$ cat src/rtl/mux_scan_pkg.sv
// mux_scan_pkg: shared state encoding and channel constants for the mux scan controller.
package mux_scan_pkg;
    typedef enum logic [1:0] {IDLE, SETTLE, CAPTURE, DONE} state_t;
    localparam logic [1:0] CH_A = 2'd0;
    localparam logic [1:0] CH_B = 2'd1;
    localparam logic [1:0] CH_C = 2'd2;
    localparam logic [1:0] CH_D = 2'd3;
    localparam int NUM_CH = 4;
endpackage

$ cat src/rtl/mux_scan_next_ch.sv
// mux_scan_next_ch: finds the lowest enabled channel, either overall (first) or above cur.
module mux_scan_next_ch
    import mux_scan_pkg::*;
(
    input  logic [NUM_CH-1:0] mask,
    input  logic [1:0]        cur,
    input  logic              first,
    output logic [1:0]        nxt,
    output logic              found
);
    always_comb begin
        nxt = CH_A;
        found = 1'b0;
        for (int i = NUM_CH - 1; i >= 0; i--)
            if (mask[i] && (first || 2'(i) > cur)) begin
                nxt = 2'(i);
                found = 1'b1;
            end
    end
endmodule

$ cat src/rtl/mux_scan_ctrl.sv
// mux_scan_ctrl: round-robin scan of a 4:1 mux; settles each enabled channel, captures y_in,
// and publishes the captured word with a one-cycle valid pulse.
module mux_scan_ctrl
    import mux_scan_pkg::*;
#(
    parameter int DWELL_W = 4
) (
    input  logic               clk,
    input  logic               rst,
    input  logic               start,
    input  logic [3:0]         mask,
    input  logic [DWELL_W-1:0] dwell,
    input  logic               y_in,
    output logic               sel1,
    output logic               sel2,
    output logic               busy,
    output logic [3:0]         sample,
    output logic               sample_valid
);
    state_t state, state_n;
    logic [DWELL_W-1:0] cnt, cnt_n, dwell_q, dwell_n;
    logic [3:0] mask_q, mask_n, acc, acc_n, sample_n;
    logic [1:0] ch, ch_n, nxt;
    logic busy_n, valid_n, found;
    mux_scan_next_ch u_next (
        .mask  (state == IDLE ? mask : mask_q),
        .cur   (ch),
        .first (state == IDLE),
        .nxt   (nxt),
        .found (found)
    );
    always_ff @(posedge clk or posedge rst) begin
        if (rst) begin
            state <= IDLE;
            cnt <= '0;
            dwell_q <= '0;
            mask_q <= '0;
            acc <= '0;
            ch <= CH_A;
            busy <= 1'b0;
            sample <= '0;
            sample_valid <= 1'b0;
        end else begin
            state <= state_n;
            cnt <= cnt_n;
            dwell_q <= dwell_n;
            mask_q <= mask_n;
            acc <= acc_n;
            ch <= ch_n;
            busy <= busy_n;
            sample <= sample_n;
            sample_valid <= valid_n;
        end
    end
    always_comb begin
        state_n = state;
        cnt_n = cnt;
        dwell_n = dwell_q;
        mask_n = mask_q;
        acc_n = acc;
        ch_n = ch;
        busy_n = busy;
        sample_n = sample;
        valid_n = 1'b0;
        case (state)
            IDLE: if (start) begin
                mask_n = mask;
                dwell_n = dwell;
                acc_n = '0;
                if (found) begin
                    ch_n = nxt;
                    cnt_n = dwell;
                    busy_n = 1'b1;
                    state_n = SETTLE;
                end else begin
                    sample_n = '0;
                    valid_n = 1'b1;
                    state_n = DONE;
                end
            end
            SETTLE: if (cnt == '0) state_n = CAPTURE;
                    else cnt_n = cnt - DWELL_W'(1);
            CAPTURE: begin
                acc_n[ch] = y_in;
                if (found) begin
                    ch_n = nxt;
                    cnt_n = dwell_q;
                    state_n = SETTLE;
                end else begin
                    // park the select on channel a so IDLE always presents 00
                    ch_n = CH_A;
                    sample_n = acc_n;
                    valid_n = 1'b1;
                    busy_n = 1'b0;
                    state_n = DONE;
                end
            end
            default: state_n = IDLE;
        endcase
    end
    assign sel1 = ch[1];
    assign sel2 = ch[0];
endmodule
$ cat config.mk
export PLATFORM = sky130hd
export DESIGN_NAME = mux_scan_ctrl
export DESIGN_NICKNAME = d
export VERILOG_FILES = /design/src/rtl/mux_scan_pkg.sv /design/src/rtl/mux_scan_next_ch.sv /design/src/rtl/mux_scan_ctrl.sv
export SDC_FILE = /design/constraint.sdc
export NUM_CORES = 1
export LEC_CHECK = 0
export CELL_PAD_IN_SITES_DETAIL_PLACEMENT = 1
export CELL_PAD_IN_SITES_GLOBAL_PLACEMENT = 2
export CORE_UTILIZATION = 36
export CTS_CLUSTER_DIAMETER = 30
export DETAILED_ROUTE_END_ITERATION = 16
export DONT_BUFFER_PORTS = 1
export PLACE_DENSITY_LB_ADDON = 0.1
export SYNTH_ARGS = -nofsm -noshare
export SYNTH_HDL_FRONTEND = slang
export SYNTH_HIERARCHICAL = 1
export SYNTH_SLANG_ARGS = --single-unit
$ cat constraint.sdc
create_clock -name clk -period 2.85 [get_ports clk]
set_clock_uncertainty 0.1 [all_clocks]
set_input_delay 0.57 -clock clk [delete_from_list [all_inputs] [get_ports clk]]
set_output_delay 0.57 -clock clk [all_outputs]
set_load 0.03 [all_outputs]
# Word level (Yosys, flattened, before mapping)
# Cells that the tools add are included.
# totals
reg_bits,26
input_bits,12
elab_cells,83
# op_classes
addsub,1
order_cmp,6
eq_ne,9
n_mux,38
n_reduce_logical,20
# ops
operator,count
$mux W4,9
$mux W2,10
$pmux W4 S2,2
$ne A2 B2 Y1 const B,7
$pmux W4 S3,1
$mux W1,10
$reduce_and A4 Y1,2
$pmux W2 S3,1
$reduce_and A2 Y1,3
$logic_and A1 B1 Y1,5
$reduce_and A5 Y1,1
$bwmux W4,1
$gt A1 B2 Y1 const A,2
$gt A2 B2 Y1 const A,2
$logic_not A4 Y1,1
$logic_or A1 B1 Y1,4
$pmux W1 S2,2
$pmux W2 S2,1
$sub A4 B1 Y4 const B,1
$lt A2 B3 Y1 const B,1
$reduce_and A3 Y1,1
$reduce_bool A3 Y1,1
$demux W1 S2,1
$eq A2 B1 Y1 const B,1
other kinds (4),4

# Logic depth before layout (Yosys ltp)
# logic_depth
ltp_word,10
depth_mapped,12

# Cells and area by module
# The synthesis kept the hierarchy.
# modules_own_cells
module,n_inst,cells_per_inst,area_each_um2,seq_area_each_um2
mux_scan_ctrl,1,123,1363.8,650.6
mux_scan_next_ch,1,16,93.8,0.0

# Worst setup path before layout
# Ideal clock, no wire load.
# synth_timing
path_kind,register -> register
from,reg state[0]
to,reg cnt[0]
setup_ns,0.125
arrival_time_ns,2.417
required_time_ns,2.625
path_slack_ns,0.209
path_stages_with_launch,12
path_buffers,2
synth_period_minus_slack_ns,2.641
cell_sequence,dfrtp_1 > inv_1 > ha_1 > buf_2 > mux2_2 > nor2_1 > a2bb2oi_1 > o21ai_0 > buf_2 > nor2_1 > a2111oi_4 > mux2_2
# synth_via
elab_chain_len,9
word_cells_on_any_way,23
classes_between,eq/ne (6); mux (6); reduce/logical (11)
# synth_lines
element,line_no,text
start: declaration,mux_scan_ctrl.sv:20,"state_t state, state_n;"
start signal: assignment,mux_scan_ctrl.sv:44,state <= state_n;
$logic_not A2 Y1 (*),"mux_scan_ctrl.sv:26, mux_scan_ctrl.sv:28",
$mux W4 or $logic_or A1 B1 Y1 (tied branches),"mux_scan_ctrl.sv:26, mux_scan_next_ch.sv:15",
$logic_and A1 B1 Y1,mux_scan_next_ch.sv:15,if (mask[i] && (first || 2'(i) > cur)) begin
$mux W1 (3 in a row),mux_scan_next_ch.sv:15,
$mux W1 (*),mux_scan_next_ch.sv:15,
via found,mux_scan_ctrl.sv:24,"logic busy_n, valid_n, found;"
$ne A2 B2 Y1 (no source line),n/a,
$reduce_and A5 Y1 (no source line) (*),n/a,
end signal: assignment,mux_scan_ctrl.sv:45,cnt <= cnt_n;
end: declaration,mux_scan_ctrl.sv:21,"logic [DWELL_W-1:0] cnt, cnt_n, dwell_q, dwell_n;"
# The timed path passes the listed nets; every way through them passes the cells marked *.
# A chain may end at the register's enable or synchronous reset.

# Worst setup path in the final report
# layout_timing
from,reg state[0]
to,reg sample[1]
# layout_via
elab_chain_len,9
word_cells_on_any_way,21
classes_between,eq/ne (4); mux (6); reduce/logical (11)
# layout_lines
element,line_no,text
$logic_not A2 Y1 (*),"mux_scan_ctrl.sv:26, mux_scan_ctrl.sv:28",
$mux W4 or $logic_or A1 B1 Y1 (tied branches),"mux_scan_ctrl.sv:26, mux_scan_next_ch.sv:15",
$logic_and A1 B1 Y1,mux_scan_next_ch.sv:15,
$mux W1 (3 in a row),mux_scan_next_ch.sv:15,
$mux W1 (*),mux_scan_next_ch.sv:15,
via found,mux_scan_ctrl.sv:24,
$ne A2 B2 Y1 (no source line),n/a,
$reduce_and A4 Y1 (no source line) (*),n/a,
end signal: assignment,mux_scan_ctrl.sv:51,sample <= sample_n;
end: declaration,mux_scan_ctrl.sv:17,"output logic [3:0] sample,"
# Marked as above.

==> impl_metrics.py <==
metrics = {
    "global_routing": {
        "grt_pass1_wl_mm": 5.29,
        "antenna_found_initial": 0,
        "groute.layer.met2.usage_pct": 26.9,
        "first_global_vias": 1103,
        "use_met3_pct": 3.82,
        "grt_max_degree": 27,
        "top_usage_layer": "met2",
        "grt_util_met1_pct": 21.9,
        "gr-total-overflow": 0,
        "grt_usage_pct": 16.7,
    },
    "clock_network": {
        "cts_max_level": 1,
        "clk_latency_ns": 0.27,
        "clk_path_buf_depth": 2,
        "cts_made_buffers": 3,
        "clk_pin_slew_worst_paths_ns": 0.09,
        "cts_setup_buffers": 0,
        "clock_sinks": 26,
        "cts_hold_buf": 0,
        "cts_tree": "done",
        "cts-root-buf": "clkbuf_8",
        "ctsResizeCount": 0,
    },
    "pwr": {
        "vdd.ir_drop.worst_v": 0.000409,
        "leakage_nw": 0.725,
        "p_per_area_mw_per_mm2": 1320,
    },
    "min_path": {
        "hp-class": "in -> async",
    },
    "synthesis": {
        "syn_area_mm2": 0.00146,
        "ys_ff_latch": 26,
        "synth_area_per_cell_um2": 10.5,
        "syn-num-nets": 156,
        "yosys.area.top_type": "dfrtp_1",
        "synth_edf_count": 0,
        "synth_flop_cell": "dfrtp_1",
        "ys_seq_area_share_pct": 44.6,
        "yosys_warnings": 6,
        "synth.distinct_cells": 31,
        "yosys.area.top_type_share_pct": 44.6,
        "synthCells": 139,
        "async_reset_ff_share_pct": 100,
        "synth_area_leaders": "dfrtp_1 (45%), mux2_2 (17%), ha_1 (4.3%)",
    },
    "detailed_routing": {
        "dr.pass1.iters": 4,
        "first_iter_violations": 24,
        "drc": 0,
        "vias": 1009,
        "post_drt_wl_per_cell_um": 16.1,
        "totalWireLength_mm": 3.08,
        "vias_per_cell": 5.26,
        "postRouteAntennaNets": 0,
    },
    "setup_path": {
        "crit_path_end_kind": "register",
        "cp_max_fo": 8,
        "critPathKind": "reg -> reg",
        "arrival_ns": 2.68,
        "critPathLaunchType": "register",
        "cp.required_ns": 2.91,
    },
    "placement": {
        "io_buffers": 0,
        "gp_congestion": 0.766,
        "place_inst": 188,
        "post-dp-hpwl_mm": 2.34,
    },
    "layout": {
        "syn_to_final_growth_pct": 9.27,
        "layout-drive-gt1-share_pct": 22.9,
        "stdcell_count": 192,
        "antenna_cells": 0,
        "fillers": 416,
        "nets": 162,
    },
    "die": {
        "fp-row-count": 22,
        "initial_core_util_pct": 38.7,
        "dieHeight_um": 65.6,
        "core_mm2": 0.00377,
        "die-area_mm2": 0.00431,
        "io_pins": 20,
        "die_w_um": 65.6,
    },
    "sta": {
        "setup_violations": 0,
        "max_clock_freq_mhz": 382,
        "fin_setup_tns_ns": 0,
        "drv_slew": 0,
        "min_period_ns": 2.62,
        "rsz0062_at_grt": "false",
        "hold_viol_final": 0,
        "timing.max_slew.rel_slack_pct": 63.2,
        "worst_pin_slew_ns": 0.552,
        "period_share_pct": 91.9,
    },
    "job": {
        "max-cap-violations": 0,
    },
    "run_status": {
        "outcome": "finished, final reports clean",
    },
}
==> sequential cells by signal, indices dropped and copies added, names as in the netlist <==
register,flops
mask_q,4
sample,4
dwell_q,4
cnt,4
acc,4
sample_valid,1
ch,2
state,2
busy,1
==> Yosys cell counts, types with 2 or more instances <==
cell,number
nor2_1,12
a21oi_1,8
dfrtp_1,26
o21ai_0,6
nand2b_1,4
nor2b_1,5
mux2_2,22
buf_2,2
inv_1,9
a31oi_1,2
nand2_1,11
mux2i_1,4
a32o_1,2
a22oi_1,2
nor3_1,4
ha_1,5
==> critical path, cell delays in order (launching register included) <==
cell and delay, ns:
dfrtp_1 0.43, inv_1 0.09, ha_1 0.26, mux2_2 0.40, nor2_1 0.11, a2bb2oi_1 0.20, o21ai_0 0.15, buf_4 0.19
nor2_1 0.20, mux2_2 0.36
==> power breakdown <==
group | internal, mW | leakage, nW | total [mW] | switching [mW]
Sequential | 0.533 | 0.325 | 0.707 | 0.173
Combinational | 0.552 | 0.371 | 1.16 | 0.604
Clock | 0.124 | 0.0288 | 0.238 | 0.114
==> cell type report <==
class / instances / area (um^2) / area share [%]
clock buffer: 4 / 55.1 / 3.46
inverter: 9 / 33.8 / 2.12
multi-input combinational: 100 / 756 / 47.4
sequential: 26 / 651 / 40.8
tap: 48 / 60.1 / 3.77
timing repair buffer: 5 / 37.5 / 2.36
==> path summary, 6_finish.rpt <==
| check | startpoint | endpoint | slack (ns) | cells past startpoint |
|---|---|---|---|---|
| worst max-delay path | state[0] | sample[1] | 0.23 | 9 |
| worst max register to register | state[0] | sample[1] | 0.23 | 9 |
| min in group clk | dwell[3] | dwell_q[3] | 0.34 | 1 |
| max in group asynchronous | rst | sample_valid | 2.26 | 2 |
| worst min register to register | acc[3] | acc[3] | 0.40 | 2 |
| worst min-delay path | rst | dwell_q[3] | 0.13 | 2 |
==> logic make-up (layout without fill, tap and decap cells) <==
logic type / count (synthesis) / after routing / share of synthesized area, %
xor gates and xnor gates: 2 / 2 / 1.20
buffers and inverters: 13 / 18 / 3.52
muxes: 26 / 26 / 19.7
adders and majority gates: 5 / 5 / 4.29
DFF: 26 / 26 / 44.6
AOI/OAI and AO/OA: 28 / 28 / 14.0
and+or+nand+nor: 39 / 39 / 12.6
==> routing by layer <==
metal / vias to the layer above / routed length (um)
li1: 496 / -
met1: 492 / 1520
met2: 16 / 1380
met3: 5 / 142
met4: 0 / 46
met5: - / 0
==> per-stage QoR <==
stage          cell area, um^2  setup slack (ns)  total power [mW]  hold slack [ns]  utilization [%]
5_1_grt                   1590            0.0227              2.29            0.158             42.2
6_report                  1590             0.232              2.10            0.131             42.2
3_3_place_gp              1540             0.327              1.85            0.359             40.8
4_1_cts                   1590             0.228              2.13            0.139             42.2
2_1_floorplan             1460             0.209              1.61            0.344                -
3_5_place_dp              1540             0.254              1.89            0.391             40.8
==> placed cells by master (no fill, tap or decap), types with 2 or more instances in the layout <==
master	synthesis	routed
a21oi_1	8	8
a22oi_1	2	2
a31oi_1	2	2
a32o_1	2	2
buf_4	0	5
clkbuf_8	0	4
dfrtp_1	26	26
ha_1	5	5
inv_1	9	9
mux2_2	22	22
mux2i_1	4	4
nand2_1	11	11
nand2b_1	4	4
nor2_1	12	12
nor2b_1	5	5
nor3_1	4	4
o21ai_0	6	6
Note: power is estimated with default switching activity, not from simulation.
